<file path="config.mk">
export PLATFORM = sky130hd
export DESIGN_NAME = riscv_muldiv
export DESIGN_NICKNAME = d
export VERILOG_FILES = /design/src/rtl/riscv_muldiv_pkg.sv /design/src/rtl/riscv_muldiv_div_core.sv /design/src/rtl/riscv_muldiv.sv
export SDC_FILE = /design/constraint.sdc
export NUM_CORES = 2
export LEC_CHECK = 0
export ABC_CLOCK_PERIOD_IN_PS = 12150
export BUFFER_PORTS_ARGS = -buffer_cell sky130_fd_sc_hd__buf_2
export CAP_MARGIN = 15
export CORE_MARGIN = 3
export CORE_UTILIZATION = 30
export CTS_CLUSTER_SIZE = 28
export DETAILED_ROUTE_END_ITERATION = 8
export SYNTH_ARGS = -nofsm -noshare
export SYNTH_HDL_FRONTEND = slang
export SYNTH_SLANG_ARGS = --single-unit
</file>
<file path="constraint.sdc">
create_clock -name clk -period 12.15 [get_ports clk]
set_clock_uncertainty 0.05 [all_clocks]
set_input_delay 3.0375 -clock clk [delete_from_list [all_inputs] [get_ports clk]]
set_output_delay 3.0375 -clock clk [all_outputs]
set_load 0.01 [all_outputs]
</file>
<file path="src/rtl/riscv_muldiv_pkg.sv">
// Shared encodings for the RV32M multiply/divide unit: funct3 codes, FSM states
// and the register-file write-enable values.
package riscv_constants;

    typedef enum logic [2:0] {
        MD_MUL    = 3'b000,
        MD_MULH   = 3'b001,
        MD_MULHSU = 3'b010,
        MD_MULHU  = 3'b011,
        MD_DIV    = 3'b100,
        MD_DIVU   = 3'b101,
        MD_REM    = 3'b110,
        MD_REMU   = 3'b111
    } md_funct_e;

    typedef enum logic [2:0] {
        ST_IDLE,
        ST_MUL,
        ST_DIV,
        ST_FIX,
        ST_DONE
    } md_state_e;

    typedef enum logic {
        RF_X     = 1'b0,
        RF_WRITE = 1'b1
    } rf_wen_e;

    function automatic logic md_is_div(input md_funct_e f);
        return (f == MD_DIV) || (f == MD_DIVU) || (f == MD_REM) || (f == MD_REMU);
    endfunction

    function automatic logic md_is_signed_div(input md_funct_e f);
        return (f == MD_DIV) || (f == MD_REM);
    endfunction

    function automatic logic md_is_rem(input md_funct_e f);
        return (f == MD_REM) || (f == MD_REMU);
    endfunction

endpackage

</file>
<file path="src/rtl/riscv_muldiv_div_core.sv">
// Unsigned restoring divider: one quotient bit per clock, 32 iterations after load.
module riscv_div_core #(
    parameter int WORD_LENGTH = 32
) (
    input  logic                   clk,
    input  logic                   rst,
    input  logic                   load,
    input  logic [WORD_LENGTH-1:0] dividend,
    input  logic [WORD_LENGTH-1:0] divisor,
    output logic [WORD_LENGTH-1:0] quotient,
    output logic [WORD_LENGTH-1:0] remainder,
    output logic                   last
);

    localparam int W     = WORD_LENGTH;
    localparam int CNT_W = $clog2(W);
    localparam logic [CNT_W-1:0] LAST_CNT = CNT_W'(W - 1);

    logic [W-1:0]     quo_q, rem_q, dsr_q;
    logic [CNT_W-1:0] cnt_q;
    logic             active_q;
    logic [W:0]       trial, diff;
    logic             fits;

    // Bit W of the 33-bit difference is the borrow: set when the trial is below the divisor.
    always_comb begin
        trial = {rem_q, quo_q[W-1]};
        diff  = trial - {1'b0, dsr_q};
        fits  = ~diff[W];
    end

    always_ff @(posedge clk) begin
        if (rst) begin
            quo_q    <= '0;
            rem_q    <= '0;
            dsr_q    <= '0;
            cnt_q    <= '0;
            active_q <= 1'b0;
        end else if (load) begin
            quo_q    <= dividend;
            rem_q    <= '0;
            dsr_q    <= divisor;
            cnt_q    <= '0;
            active_q <= 1'b1;
        end else if (active_q) begin
            rem_q <= fits ? diff[W-1:0] : trial[W-1:0];
            quo_q <= {quo_q[W-2:0], fits};
            cnt_q <= cnt_q + 1'b1;
            if (cnt_q == LAST_CNT) begin
                active_q <= 1'b0;
            end
        end
    end

    assign quotient  = quo_q;
    assign remainder = rem_q;
    assign last      = active_q && (cnt_q == LAST_CNT);

endmodule

</file>
<file path="src/rtl/riscv_muldiv.sv">
// RV32M execute-stage unit: single-cycle registered multiply, 32-cycle divide with
// sign fix-up, and an immediate path for divide-by-zero and signed overflow.
module riscv_muldiv
    import riscv_constants::*;
#(
    parameter int WORD_LENGTH = 32,
    parameter int ADDR_LENGTH = 5
) (
    input  logic                   clk,
    input  logic                   rst,
    input  logic                   start,
    input  logic [2:0]             funct,
    input  logic [WORD_LENGTH-1:0] op_a,
    input  logic [WORD_LENGTH-1:0] op_b,
    input  logic [ADDR_LENGTH-1:0] rd_in,
    output logic                   busy,
    output rf_wen_e                write_en,
    output logic [ADDR_LENGTH-1:0] write_addr,
    output logic [WORD_LENGTH-1:0] result
);

    localparam int W = WORD_LENGTH;
    localparam logic [W-1:0] MIN_NEG  = {1'b1, {(W-1){1'b0}}};
    localparam logic [W-1:0] ALL_ONES = '1;

    md_state_e              state_q, state_d;
    md_funct_e              funct_q;
    logic [W-1:0]           a_q, b_q, result_q;
    logic [ADDR_LENGTH-1:0] rd_q, write_addr_q;
    logic                   q_neg_q, r_neg_q, busy_q;
    rf_wen_e                wen_q;

    md_funct_e    funct_in;
    logic         is_div_in, sdiv_in, special_in, div_zero_in, accept, div_load;
    logic [W-1:0] special_res, dividend_d, divisor_d;

    always_comb begin
        funct_in    = md_funct_e'(funct);
        is_div_in   = md_is_div(funct_in);
        sdiv_in     = md_is_signed_div(funct_in);
        div_zero_in = (op_b == '0);
        special_in  = is_div_in &&
                      (div_zero_in || (sdiv_in && op_a == MIN_NEG && op_b == ALL_ONES));
        accept      = (state_q == ST_IDLE) && start;
        div_load    = accept && is_div_in && !special_in;
        dividend_d  = (sdiv_in && op_a[W-1]) ? -op_a : op_a;
        divisor_d   = (sdiv_in && op_b[W-1]) ? -op_b : op_b;
        // Overflow case: quotient is the dividend itself, remainder is zero.
        if (md_is_rem(funct_in)) begin
            special_res = div_zero_in ? op_a : '0;
        end else begin
            special_res = div_zero_in ? ALL_ONES : MIN_NEG;
        end
    end

    logic [W-1:0] div_quo, div_rem, div_res;
    logic         div_last;

    riscv_div_core #(.WORD_LENGTH(W)) u_div (
        .clk       (clk),
        .rst       (rst),
        .load      (div_load),
        .dividend  (dividend_d),
        .divisor   (divisor_d),
        .quotient  (div_quo),
        .remainder (div_rem),
        .last      (div_last)
    );

    // The top two bits of the 66-bit signed product are never selected, so the
    // 33-bit extended operands are multiplied in a 64-bit signed context.
    logic              a_sgn, b_sgn;
    logic signed [2*W-1:0] a_x, b_x, prod;
    logic [W-1:0]      mul_res;

    always_comb begin
        a_sgn   = (funct_q == MD_MULH) || (funct_q == MD_MULHSU);
        b_sgn   = (funct_q == MD_MULH);
        a_x     = {{W{a_sgn & a_q[W-1]}}, a_q};
        b_x     = {{W{b_sgn & b_q[W-1]}}, b_q};
        prod    = a_x * b_x;
        mul_res = (funct_q == MD_MUL) ? prod[W-1:0] : prod[2*W-1:W];
        if (md_is_rem(funct_q)) begin
            div_res = r_neg_q ? -div_rem : div_rem;
        end else begin
            div_res = q_neg_q ? -div_quo : div_quo;
        end
    end

    always_comb begin
        state_d = state_q;
        case (state_q)
            ST_IDLE: begin
                if (start) begin
                    if (!is_div_in)     state_d = ST_MUL;
                    else if (special_in) state_d = ST_DONE;
                    else                state_d = ST_DIV;
                end
            end
            ST_MUL:  state_d = ST_DONE;
            ST_DIV:  if (div_last) state_d = ST_FIX;
            ST_FIX:  state_d = ST_DONE;
            ST_DONE: state_d = ST_IDLE;
            default: state_d = ST_IDLE;
        endcase
    end

    always_ff @(posedge clk) begin
        if (rst) begin
            state_q      <= ST_IDLE;
            busy_q       <= 1'b0;
            wen_q        <= RF_X;
            result_q     <= '0;
            write_addr_q <= '0;
            funct_q      <= MD_MUL;
            a_q          <= '0;
            b_q          <= '0;
            rd_q         <= '0;
            q_neg_q      <= 1'b0;
            r_neg_q      <= 1'b0;
        end else begin
            state_q <= state_d;
            busy_q  <= (state_d != ST_IDLE);
            wen_q   <= (state_d == ST_DONE) ? RF_WRITE : RF_X;
            if (accept) begin
                funct_q <= funct_in;
                a_q     <= op_a;
                b_q     <= op_b;
                rd_q    <= rd_in;
                q_neg_q <= sdiv_in && (op_a[W-1] ^ op_b[W-1]);
                r_neg_q <= sdiv_in && op_a[W-1];
            end
            case (state_q)
                ST_IDLE: begin
                    if (start && special_in) begin
                        result_q     <= special_res;
                        write_addr_q <= rd_in;
                    end
                end
                ST_MUL: begin
                    result_q     <= mul_res;
                    write_addr_q <= rd_q;
                end
                ST_FIX: begin
                    result_q     <= div_res;
                    write_addr_q <= rd_q;
                end
                default: ;
            endcase
        end
    end

    assign busy       = busy_q;
    assign write_en   = wen_q;
    assign write_addr = write_addr_q;
    assign result     = result_q;

endmodule

</file>
* Yosys cells after proc, flatten, opt, wreduce, memory -nomap -nowiden
Index checks and enable logic that the tools add are counted.
** Storage, ports and cells
- Register bits after elaboration :: 218
- Input bits :: 75
- Word-level logic and storage cells :: 99
** Cells by class
- Add/sub/neg operators :: 6
- Multiply operators :: 1
- Equality and inequality tests :: 16
- Mux-type cells :: 25
- Bitwise logic cells :: 4
- Reduce and logical (&&, ||, !) cells :: 31
** Operators by type and width (count)
- 32-bit two-way mux :: 12
- 32-bit negation :: 4
- 32-bit case mux with 3 select lines :: 1
- 32-bit equality test (second input constant) :: 2
- 33-bit by 33-bit multiplier with 64-bit output :: 1
- 33-bit by 32-bit subtractor with 33-bit output :: 1
- 32-bit logical NOT :: 1
- 31-bit two-way mux :: 1
- 3-bit equality test (second input constant) :: 7
- 3-bit two-way mux :: 4
- 1-bit logical AND :: 11
- 5-bit case mux with 2 select lines :: 1
- 3-bit by 2-bit equality test with 1-bit output (second input constant) :: 3
- 3-bit case mux with 3 select lines :: 1
- 1-bit logical OR :: 8
- 3-bit by 1-bit equality test with 1-bit output (second input constant) :: 2
- 3-bit logical NOT :: 2
- 3-bit nonzero test :: 2
- 5-bit by 1-bit adder with 5-bit output (second input constant) :: 1
- 5-bit equality test (second input constant) :: 1
- 5-bit two-way mux :: 1
- 1-bit two-way mux :: 4
- 2-bit AND reduction :: 2
- 2-bit nonzero test :: 2
- 6 further kinds :: 8

* Depth between registers and ports, before layout
- Depth after elaboration :: 12
- Mapped depth :: 32
- Depth with buffers taken out :: 29

* Hierarchy
Synthesis repeated with hierarchy kept, for this count alone.
** Unflattened totals
- Cells, all modules :: 6124
- Area, all modules :: 52048.7 um2
** Modules (own cells, without submodules)
- riscv_muldiv :: times used 1, cells an instance 5399, area each 46001.6 um2
- riscv_div_core :: times used 1, cells an instance 725, area each 6047.0 um2

* Least setup slack after synthesis
OpenSTA, ideal clock, no wires.
- Path type :: register to register
- From :: register funct_q[1]
- To :: register result_q[30], in the netlist result[30]
- Setup time :: 0.129 ns
- Arrival :: 8.482 ns
- Data required time :: 11.971 ns
- Slack :: 3.489 ns
- Cell stages (with the launch flop) :: 31
- Buffers on the path :: 3
- Period minus slack after synthesis :: 8.661 ns
- Cells stage by stage :: dfxtp_1 clkbuf_1 xnor2_1 nor3b_1 clkbuf_1 nand2_1 fa_1 fa_1 inv_1 fa_1 inv_1 fa_1 inv_1 fa_1 fa_1 inv_1 fa_1 fa_1 inv_1 ha_1 clkbuf_1 a21o_1 a21o_1 a21oi_1 o21ai_0 a21o_1 a211o_1 or2_2 a211oi_1 o311a_1 a211oi_1
** On the way
- Longest elaborated chain between the ends :: 6
** RTL lines
- start: declaration :: RTL line riscv_muldiv.sv:27 : md_funct_e funct_q;
- start signal: assignment :: RTL line riscv_muldiv.sv:126 : funct_q <= funct_in;
- 3-bit by 1-bit equality test with 1-bit output or 3-bit by 2-bit equality test with 1-bit output (tied branches) :: RTL line riscv_muldiv.sv:77, riscv_muldiv.sv:78
- 1-bit logical OR :: RTL line riscv_muldiv.sv:77 : a_sgn = (funct_q == MD_MULH) || (funct_q == MD_MULHSU);
- 1-bit AND :: RTL line riscv_muldiv.sv:79 : a_x = {{W{a_sgn & a_q[W-1]}}, a_q};
- 33-bit by 33-bit multiplier with 64-bit output :: RTL line riscv_muldiv.sv:81 : prod = a_x * b_x;
- 32-bit two-way mux :: RTL line riscv_muldiv.sv:82 : mul_res = (funct_q == MD_MUL) ? prod[W-1:0] : prod[2*W-1:W];
- 32-bit case mux with 3 select lines (*) :: RTL line riscv_muldiv.sv:133 : case (state_q)
- end signal: assignment :: RTL line riscv_muldiv.sv:136 : result_q <= special_res;
- end signal: assignment :: RTL line riscv_muldiv.sv:141 : result_q <= mul_res;
- end signal: assignment :: RTL line riscv_muldiv.sv:145 : result_q <= div_res;
- end: declaration :: RTL line riscv_muldiv.sv:28 : logic [W-1:0] a_q, b_q, result_q;
Mark *: on every way between the ends. The rest lies on a longest branch, timed or not.
A chain may end at the register's enable or synchronous reset.

* Worst setup path after layout
- From :: register funct_q[1]
- To :: register result_q[28], in the netlist result[28]
The elaborated chain is that of the path after synthesis.

==> metrics.txt <==
status=completed; die footprint=177900 um^2; WL final=155200 um; Syn Area/Cell=8.494 um^2; initial DRC count=2707; Layout Nets=7416; Die Ht=421.7 um; CTS H-tree lvls=1; post-synthesis cell count=approximately 6100; # clock sinks=between 200 and 250; Num CTS Buffers=27; power per cell area=68.95 nW/um^2; initial cell density of the core=30.39%; Worst EP required=12.60 ns; Yosys cell types=slightly above 70; Post-Syn Nets=7557; post-synth top area cell=fa_1; first-pass GRT wire length=~250000 um; drt via density=4.944; Final setup viols=0; Vias=40950; Least-Margin Pin Slew=between 1 and 1.5 ns; Remaining Overflow, GRT=0; Worst Setup SP=funct_q[1]; Tcrit/Tclk final=82.56%; cts hold-fix bufs=0; RD Place Congestion=between 0.9 and 1; slew margin rel.=~22%; RSZ-0062 raised after global routing=no; dpl cells=roughly 8200; largest net degree at the start of global routing=96; vias in the first global route=42793; Post-synth EDFFs=0; Routed Antenna Nets=0; Yosys Warn Count=0; Worst EP arrival=10.48 ns; Achievable Freq=99.69 MHz; CP Class=reg -> reg; worst vdd ir=roughly 0.1 mV; Max Fanout on Critical Path=13; #FFs+latches synth=218; Setup Fix Bufs, Post-CTS=0; layout cells sized above 1=under 10%; TritonCTS clock tree=done; clock buffer depth=3; fin. max-slew vios=0; crit start category=register; top cell type's share of synthesized area=43.47%; num rows=151; dominant synthesized flop cell=dfxtp_1; Leak Pwr=25.08 nW; FF-to-FF Start=funct_q[1]; sequential area share after synthesis=8.416%; Area contributors post-synth=fa_1 (43%), inv_1 (8.9%), dfxtp_1 (8.4%), nand2_1 (7.6%), ha_1 (6.1%); Critical Path Sink Type=register; detailed-route wire length per cell=18.74 um; Clk Latency, worst-skew pair=around 0.57 ns; most common cell after layout, fill and taps aside=inv_1; Clock Pin Slew Worst Setup and Hold Paths=~0.07 ns; Root Driver=clkbuf_16; Final TNS setup=0 ns; Hold Crit Class=reg -> reg; hold path start=a_q[13]; Die Wd=421.7 um; CORE AREA=170600 um^2; DP HPWL=about 130000 um; Cell Count, Final, Fillers Out=between 8000 and 9000; most frequent cells in the layout=inv_1 (1230), fa_1 (1126), nand2_1 (1045); r2r setup slk=2.12 ns; Residual DRC=0; drt pass-1 iters=6; final hold violation count=0; post-route minimum period=~10 ns; Layout area overhead=7.128%; GR Util All Layers=17.48%; initial antenna violation count=6; IO Port Bufs=approximately 110; Async SR Flop Fraction=0%; max-cap violations=0; Cell Area, Synth=around 52000 um^2; CTS-repair resized insts=0; Top Ports=between 100 and 150
-- final timing paths --
kind           endpoint  cells past startpoint
min             a_q[13]                      2
max reg2reg  result[28]                     27
max          result[28]                     27
min reg2reg     a_q[13]                      2
-- synth_stat cells (all sizes together) (28+ instances only) --
cell and n:
a211oi 80, a21o 56, a21oi 231, and2 325, clkbuf 354, dfxtp 218, fa 1126, ha 251
inv 1230, mux2i 63, nand2 1045, nand3 43, nand4 28, nor2 240, nor3 40, o211ai 32
o21ai 182, o31ai 34, xnor2 116, xor2 104
-- stage by stage --
step / worst slack [ns] / instance area, um^2 / hold WS (ns) / total power, W / util [%]
2_1_floorplan: 3.489 / 51850 / 0.3819 / 0.002260 / -
3_3_place_gp: 2.389 / 54600 / 0.3918 / 0.002936 / 32.00
3_5_place_dp: 2.209 / 54600 / 0.3966 / 0.002956 / 32.00
4_1_cts: 2.134 / 55540 / 0.4044 / 0.003844 / 32.56
5_1_grt: 1.506 / 55550 / 0.4216 / 0.004115 / 32.56
6_report: 2.119 / 55550 / 0.4054 / 0.003830 / 32.56
-- area by class of cell --
type / instances / area [um^2]
repair buffers: 198 / 1210
flip-flops and latches: 218 / 4374
fillers: 17818 / 115100
diodes: 2 / 5.005
well taps: 2295 / 2872
clock buffers: 33 / 748.2
inverters: 1230 / 4617
clock inverters: 17 / 197.7
multi-input cells: 4289 / 41530
-- power by group --
group	switching, W	internal (W)	leakage, nW	total [W]
clock network	0.000348	0.000522	0.471	0.000870
logic	0.00138	0.000741	22.8	0.00212
registers	0.0000749	0.000766	1.79	0.000841
-- kinds of logic after synthesis --
kind of cell | count (synthesis) | share of synthesized area [%]
fa+ha+maj | 1377 | 49.53
simple gates | 1864 | 16.22
mux | 63 | 1.216
xor+xnor | 220 | 3.716
compound gates | 765 | 9.321
flops | 218 | 8.416
buf+inv | 1598 | 11.58
-- flip-flops by register name (all words and copies together), names as in the netlist --
signal / flops
state_q: 3
u_div.dsr_q: 32
u_div.quotient: 32
funct_q: 3
q_neg_q: 1
r_neg_q: 1
b_q: 32
write_en: 1
u_div.cnt_q: 5
a_q: 32
u_div.remainder: 32
rd_q: 5
result: 32
u_div.active_q: 1
busy: 1
write_addr: 5
-- metal layers --
metal / up-vias / share of wire, % / GRT usage, % / wire length, um
met5: - / 0 / 0 / 0
met4: 0 / 3.9 / 5.539 / 6028
met3: 250 / 5.6 / 1.441 / 8642
met2: 1347 / 48 / 29.77 / 74850
met1: 21098 / 42 / 23.51 / 65640
li1: 18255 / - / - / -
-- critical path: stages, from the launching register on --
cell and delay, ns:
dfxtp_1 0.49, xnor2_1 0.15, nor3b_2 0.89, nand2_1 0.31, fa_1 0.59, fa_1 0.51, inv_1 0.08, fa_1 0.81
inv_1 0.32, fa_1 0.67, inv_1 0.48, fa_1 0.54, fa_1 0.51, fa_1 0.50, inv_1 0.05, fa_1 0.47
inv_1 0.04, ha_1 0.39, nand2_1 0.12, nor2_1 0.27, nand4_1 0.21, o21a_1 0.25, o21a_1 0.17, o31ai_1 0.14
o31ai_1 0.13, or4_1 0.41, a211o_1 0.30, nand3_1 0.08
(Power assumes the default switching activity.)
